`src/rtl/hazard_scoreboard.sv`:
```
// Stall/forward controller tracking in-flight destination registers, plus a mult/div busy counter.
// Define HAZARD_SCOREBOARD_STATS_EN to add the stall_cycles / md_stall_cycles counters.
`timescale 1ns/1ps

module hazard_scoreboard #(
   parameter int STAGES = 3,
   parameter int REG_W  = 5,
   parameter int T_W    = 2,
   parameter int SEL_W  = 2,
   parameter int MD_LAT = 5
) (
   input  logic               clk,
   input  logic               reset,
   input  logic               d_valid,
   input  logic [REG_W-1:0]   d_rs,
   input  logic [REG_W-1:0]   d_rt,
   input  logic [T_W-1:0]     d_tuse_rs,
   input  logic [T_W-1:0]     d_tuse_rt,
   input  logic [REG_W-1:0]   d_wreg,
   input  logic [T_W-1:0]     d_tnew,
   input  logic               d_md_start,
   input  logic               d_md_use,
   input  logic [STAGES-1:0]  flush,
   output logic               stall,
   output logic [SEL_W-1:0]   fwd_rs_sel,
   output logic [SEL_W-1:0]   fwd_rt_sel,
   output logic               md_busy
`ifdef HAZARD_SCOREBOARD_STATS_EN
   ,
   output logic [31:0]        stall_cycles,
   output logic [31:0]        md_stall_cycles
`endif
);

   localparam int MD_W = $clog2(MD_LAT + 1);

   logic [STAGES-1:0] valid_q, valid_d;
   logic [REG_W-1:0]  wreg_q [STAGES];
   logic [REG_W-1:0]  wreg_d [STAGES];
   logic [T_W-1:0]    tnew_q [STAGES];
   logic [T_W-1:0]    tnew_d [STAGES];
   logic [MD_W-1:0]   md_count_q, md_count_d;

   logic [STAGES-1:0] match_rs, match_rt;
   logic              reg_stall;
   logic              md_stall;
   logic              md_accept;
   logic              flush_unused;

   // The entry in the last slot is discarded on the next edge, so flushing it has nothing to clear.
   assign flush_unused = flush[STAGES-1];

   always_comb begin
      match_rs   = '0;
      match_rt   = '0;
      reg_stall  = 1'b0;
      fwd_rs_sel = '0;
      fwd_rt_sel = '0;
      for (int k = 0; k < STAGES; k++) begin
         match_rs[k] = d_valid && valid_q[k] && (wreg_q[k] != '0) && (wreg_q[k] == d_rs);
         match_rt[k] = d_valid && valid_q[k] && (wreg_q[k] != '0) && (wreg_q[k] == d_rt);
         if (match_rs[k] && (tnew_q[k] > d_tuse_rs)) reg_stall = 1'b1;
         if (match_rt[k] && (tnew_q[k] > d_tuse_rt)) reg_stall = 1'b1;
      end
      // Walk oldest to youngest so the youngest match has the final say.
      for (int k = STAGES - 1; k >= 0; k--) begin
         if (match_rs[k]) fwd_rs_sel = (tnew_q[k] == '0) ? SEL_W'(k + 1) : '0;
         if (match_rt[k]) fwd_rt_sel = (tnew_q[k] == '0) ? SEL_W'(k + 1) : '0;
      end
   end

   always_comb begin
      md_stall  = d_valid && d_md_use && (md_count_q != '0);
      stall     = reg_stall | md_stall;
      md_busy   = (md_count_q != '0);
      md_accept = d_valid && d_md_start && !stall;
   end

   always_comb begin
      valid_d    = '0;
      valid_d[0] = d_valid && !stall;
      wreg_d[0]  = valid_d[0] ? d_wreg : '0;
      tnew_d[0]  = valid_d[0] ? d_tnew : '0;
      for (int k = 1; k < STAGES; k++) begin
         valid_d[k] = valid_q[k-1] && !flush[k-1];
         wreg_d[k]  = wreg_q[k-1];
         tnew_d[k]  = (tnew_q[k-1] == '0) ? '0 : tnew_q[k-1] - 1'b1;
      end
   end

   always_comb begin
      md_count_d = md_count_q;
      if (md_accept)
         md_count_d = MD_W'(MD_LAT);
      else if (md_count_q != '0)
         md_count_d = md_count_q - 1'b1;
   end

   always_ff @(posedge clk or posedge reset) begin
      if (reset) begin
         valid_q    <= '0;
         md_count_q <= '0;
         for (int k = 0; k < STAGES; k++) begin
            wreg_q[k] <= '0;
            tnew_q[k] <= '0;
         end
      end else begin
         valid_q    <= valid_d;
         md_count_q <= md_count_d;
         for (int k = 0; k < STAGES; k++) begin
            wreg_q[k] <= wreg_d[k];
            tnew_q[k] <= tnew_d[k];
         end
      end
   end

`ifdef HAZARD_SCOREBOARD_STATS_EN
   logic [31:0] stall_cycles_q, stall_cycles_d;
   logic [31:0] md_stall_cycles_q, md_stall_cycles_d;

   // Both counters saturate rather than wrap.
   always_comb begin
      stall_cycles_d    = stall_cycles_q;
      md_stall_cycles_d = md_stall_cycles_q;
      if (stall && (stall_cycles_q != '1))
         stall_cycles_d = stall_cycles_q + 32'd1;
      if (md_stall && (md_stall_cycles_q != '1))
         md_stall_cycles_d = md_stall_cycles_q + 32'd1;
   end

   always_ff @(posedge clk or posedge reset) begin
      if (reset) begin
         stall_cycles_q    <= '0;
         md_stall_cycles_q <= '0;
      end else begin
         stall_cycles_q    <= stall_cycles_d;
         md_stall_cycles_q <= md_stall_cycles_d;
      end
   end

   assign stall_cycles    = stall_cycles_q;
   assign md_stall_cycles = md_stall_cycles_q;
`endif

endmodule
```
`config.mk`:
```
export PLATFORM = sky130hd
export DESIGN_NAME = hazard_scoreboard
export DESIGN_NICKNAME = d
export VERILOG_FILES = /design/src/rtl/hazard_scoreboard.sv
export SDC_FILE = /design/constraint.sdc
export NUM_CORES = 1
export LEC_CHECK = 0
export CAP_MARGIN = 20
export CORE_MARGIN = 2
export CORE_UTILIZATION = 47
export DETAILED_ROUTE_END_ITERATION = 10
export HOLD_SLACK_MARGIN = 0.15
export PLACE_DENSITY = 0.74
export SETUP_SLACK_MARGIN = 0.1
export SYNTH_ARGS = -nofsm -noshare
export SYNTH_HDL_FRONTEND = slang
export SYNTH_SLANG_ARGS = --single-unit
```
`constraint.sdc`:
```
create_clock -name clk -period 5.6 [get_ports clk]
set_input_delay 1.12 -clock clk [delete_from_list [all_inputs] [get_ports clk]]
set_output_delay 1.12 -clock clk [all_outputs]
set_load 0.02 [all_outputs]
```
Word-level counts from Yosys, hierarchy flattened
Cells that the tools add are included.
Storage, ports and cells
  register bits after elaboration: 27
  bits in latches: 0
  memory bits (writable): 0
  ROM bits: 0
  bits of input ports: 29
  output and inout port bits: 6
  logic and storage cells: 81
  memories: 0
Operators by class
  add/subtract/negate cells: 3
  multiply operators: 0
  divide/modulo/power cells: 0
  order comparisons: 6
  eq/ne operators: 6
  shifts and indexed selects: 0
  multiplexer cells: 21
  bitwise operators: 1
  reduce and logical (&&, ||, !) cells: 36
Operator list (number)
  5-bit equality test: 6
  1-bit logical AND: 25
  2-bit 2-to-1 mux: 11
  5-bit nonzero test: 3
  2-bit greater-than comparator: 6
  1-bit 2-to-1 mux: 7
  2-bit logical NOT: 3
  3-bit 2-to-1 mux: 2
  5-bit 2-to-1 mux: 1
  2-bit by 1-bit subtractor with 2-bit output (second input constant): 2
  1-bit logical NOT: 3
  3-bit nonzero test: 1
  3-bit by 1-bit subtractor with 3-bit output (second input constant): 1
  2-bit nonzero test: 1
  1-bit bitwise OR: 1

Depth between registers and ports, before layout
Gate-level depths: netlist of run 1.
  depth after elaboration: 14
  depth in mapped cells: 8
  gate-level depth less buffers: 7

Worst setup path before layout of run 1
Ideal clock, no wire load.
  path type: input -> output
  start: in d_tuse_rt[1]
  end: out stall
  data arrival time: 2644 ps
  data required time: 4480 ps
  setup slack: 1836 ps
  stages: 7
  path buffers: 0
  cells stage by stage: inv_1 > ha_1 > nor2b_1 > o21ai_0 > nor4_1 > a2111o_1 > or3b_1
On the way
  longest elaborated chain between the ends: 8
  elaborated cells between the ends (all ways): 12
  those cells by class: order compare (3); mux (5); bitwise (1); reduce/logical (3)
Ends and longest elaborated chain
  start, declared: RTL line 18  | input logic [T_W-1:0] d_tuse_rt,
  2-bit greater-than comparator: RTL line 63  | if (match_rt[k] && (tnew_q[k] > d_tuse_rt)) reg_stall = 1'b1;
  1-bit logical AND: RTL line 63
  1-bit 2-to-1 mux: RTL line 63
  1-bit 2-to-1 mux: RTL line 62  | if (match_rs[k] && (tnew_q[k] > d_tuse_rs)) reg_stall = 1'b1;
  1-bit 2-to-1 mux: RTL line 63
  1-bit 2-to-1 mux: RTL line 62
  1-bit 2-to-1 mux *: RTL line 63
  1-bit bitwise OR *: RTL line 74  | stall = reg_stall | md_stall;
  end, declared: RTL line 24  | output logic stall,
Every way passes the cells marked *; elsewhere a longest branch is shown, timed or not.

Final worst setup path of run 1
Ends and elaborated chain as after synthesis.

==> results of run 1 <==
## cells in the final DEF, fill, tap and decap left out
cell type / synthesis / final
a2111o_1: 1 / 1
a211o_1: 1 / 1
a21oi_1: 6 / 6
and2_1: 3 / 3
buf_16: 0 / 1
clkbuf_1: 0 / 1
clkbuf_4: 0 / 3
clkdlybuf4s50_1: 0 / 33
dfrtp_1: 27 / 27
ha_1: 14 / 14
inv_1: 17 / 17
mux2i_1: 3 / 3
nand2_1: 11 / 11
nand2b_1: 1 / 1
nand3_1: 6 / 6
nor2_1: 5 / 5
nor2b_1: 8 / 8
nor3_1: 12 / 12
nor4_1: 3 / 3
o2111ai_1: 3 / 3
o211ai_1: 1 / 1
o211ai_2: 1 / 1
o21a_1: 1 / 1
o21ai_0: 6 / 6
o21bai_1: 1 / 1
or2_2: 1 / 1
or3_1: 2 / 2
or3b_1: 1 / 1
or4_1: 6 / 6
xnor2_1: 23 / 23
xor2_1: 8 / 8
## worst paths after layout
| kind | start | to | slack, ps | cells after the start |
|---|---|---|---|---|
| setup / recovery | d_tuse_rt[1] | stall | 550 | 9 |
| hold / removal | wreg_d[3]$_DFF_PP0_ | wreg_q[3]$_DFF_PP0_ | 500 | 0 |
| setup reg to reg | wreg_d[6]$_DFF_PP0_ | md_count_q[1]$_DFFE_PP0P_ | 3230 | 5 |
| hold reg to reg | wreg_d[3]$_DFF_PP0_ | wreg_q[3]$_DFF_PP0_ | 500 | 0 |
| max in group asynchronous | reset | valid_q[0]$_DFF_PP0_ | 4290 | 3 |
| min in group asynchronous | reset | tnew_q[1]$_DFF_PP0_ | 960 | 2 |
## per-stage QoR
stage | cells | utilization (%)
5_1_grt | 256 | 62.42
2_1_floorplan | 173 | -
6_report | 256 | 62.42
4_1_cts | 255 | 61.61
3_3_place_gp | 251 | 60.83
3_5_place_dp | 251 | 60.83
## area by class of cell
type                    instances  area share [%]
inverters                      17           3.016
multi-input cells             128           44.18
flip-flops and latches         27           31.93
clock buffers                   4           1.242
well taps                      46           2.720
repair buffers                 34           16.91
## state kept, by name, summed over array words and instances, names as in the netlist
signal      cells
valid_q         3
md_count_q      3
wreg_q          5
tnew_q          6
wreg_d         10
## worst reg2reg max path, stage by stage (launching register included)
cell      delay [ps]
dfrtp_1          460
or4_1            560
o211ai_2         250
nor4_1           150
a2111o_1         610
o21a_1           250
## per-layer routing
metal  wire length, um  part of all wire [%]  GRT usage (%)
met1              1704                    46          25.26
met5                 0                     0              0
met4                48                   1.3          6.522
met3               106                   2.9          1.232
met2              1828                    50          34.34
## power groups by stage
stage | Sequential, mW | Clock [mW] | Combinational, mW
finish | 0.239 | 0.0794 | 0.153
global placement | 0.241 | 0 | 0.142
global route | 0.243 | 0.0875 | 0.172
detailed placement | 0.243 | 0 | 0.152
floorplan | 0.236 | 0 | 0.0994
CTS | 0.239 | 0.0815 | 0.153
## cell families after synthesis
group                    after synthesis
XOR/XNOR                              31
flip-flops                            27
buffers and inverters                 18
AND/OR/NAND/NOR                       59
multiplexers                           3
AO/OA/AOI/OAI                         21
adder cells (fa/ha/maj)               14
==> results.cfg, run 1 <==
[run_status]
outcome = finished, final reports clean

[grt]
grt_start_max_net_pins = 28
track_usage_pct = 19.39
grt_overflow_total = 0
grt_antenna_before_repair = 0
grt_pass1_wl_mm = 6.044
grt_pass1_vias = 1336

[cts]
cts_hold_buf = 0
clock_latency_ps = 320
postCtsSetupBuffers = 0
htreeDepth = 1
cts.root.buffer_cell = clkbuf_4
clk_path_buf_depth = 2
cts.reportedPaths.clkPinSlew_ps = 120
cts_tree = done
numCtsBuffers = 3
cts_resized = 0
cts.sinks = 27

[worst_setup_path]
worstPathArrival_ps = 3930
cp_top_family = buffers and inverters
path_cells = clkdlybuf4s50_1 > inv_1 > ha_1 > nor2b_1 > o21ai_0 > nor4_1 > a2111o_1 > or3b_1 > clkdlybuf4s50_1
crit_buf_inv = 3
cp.required_ps = 4480
slowest_stage = a2111o_1
worstSetupPathType = input pin to primary output
cp_common_cell = clkdlybuf4s50_1
startpoint_type = input pin
end_kind = primary output
slowest_delay_ps = 570
crit_fanout = 12

[sta]
clock_skew_ps = 7.947
setup_slack_ps = 553.2
worst_pin_slew_ps = 633.6
drv_slew = 0
max_freq_mhz = 198.1
rsz0062_at_grt = false
setup_viol = 0
hold_violations = 0
relSlewSlack_pct = 57.37
whs_ps = 497.6
min_period_ps = 5047
setup_tns_ps = 0
period_share_pct = 90.12

[place]
gp_congestion = 0.8466
port_buffers = 33
placed_area_mm2 = 0.002062
dp_hpwl_mm = 3.158
place_ws_ps = 523.9

[power]
seqPwrFrac_pct = 50.8
comb_power_share_pct = 32.4
p_switching_uw = 146.0
swShare_pct = 30.97
leakage_nw = 0.9304
peakVddDrop_uv = 184.9
p_per_area_mw_per_mm2 = 222.8
finalPower_uw = 471.4
internal_power_uw = 325.4
pwr-share-clk_pct = 16.8

[route]
wl_per_cell_um = 14.41
num_vias = 1334
dr.pass1.iters = 4
viasPerCell = 5.211
route.detailed.drc = 0
drtIter0Drc = 24
drtAntennaViolNets = 0
drt_wl_total_mm = 3.688

[yosys]
syn_nets = 216
synth_seq_cells = 27
netlist_top_cells_count = dfrtp_1, xnor2_1, inv_1, ha_1, nor3_1
synth_top_area_share_pct = 40.24
ys_seq_area_share_pct = 40.24
yosys.area_share.xor_xnor_pct = 16.17
syn_inst = 173
avgSynthCellArea_um2 = 9.706
synth_edf_count = 0
synth-compound-area-share_pct = 8.420
yosysMostFrequentCell = dfrtp_1
synthAdderAreaFrac_pct = 10.43
synthFlopType = dfrtp_1
yosys.area_share.simple_pct = 18.85
synth_top_cell_by_area = dfrtp_1
synth_area_mm2 = 0.001679
synth_top_family_by_area = simple AND/OR/NAND/NOR gates
synthDistinctLibCells = 28
yosys-top-cells-area = dfrtp_1, xnor2_1, ha_1
yosys_warnings = 0
synth.area.mux_share_pct = 1.788
async_reset_ff_share_pct = 100.0

[layout]
regArea_um2 = 675.6
fin_area_mm2 = 0.002116
multi_input_area_um2 = 934.6
syn2layout_area_growth_pct = 26.01
n_fill_cell = 301
diodes = 0
fin_nets = 254
drive_above_1_share_pct = 2.857

[floorplanning]
coreArea_mm2 = 0.003390
fp-row-count = 21
die_x_um = 63.77
dieArea_mm2 = 0.004067
initial_core_util_pct = 49.54
io-pin-count = 35
dieHeight_um = 63.77

[min_path]
min_path_type = flop to flop

[run]
maxCapViolCount = 0
Power figures use the tool's default switching activity.
==> run 2, diff against run 1 <==
CTS_CLUSTER_SIZE = 30   (was unset)
==> results of run 2 <==
No change in the layout: final DEF, timing and power equal those of run 1.
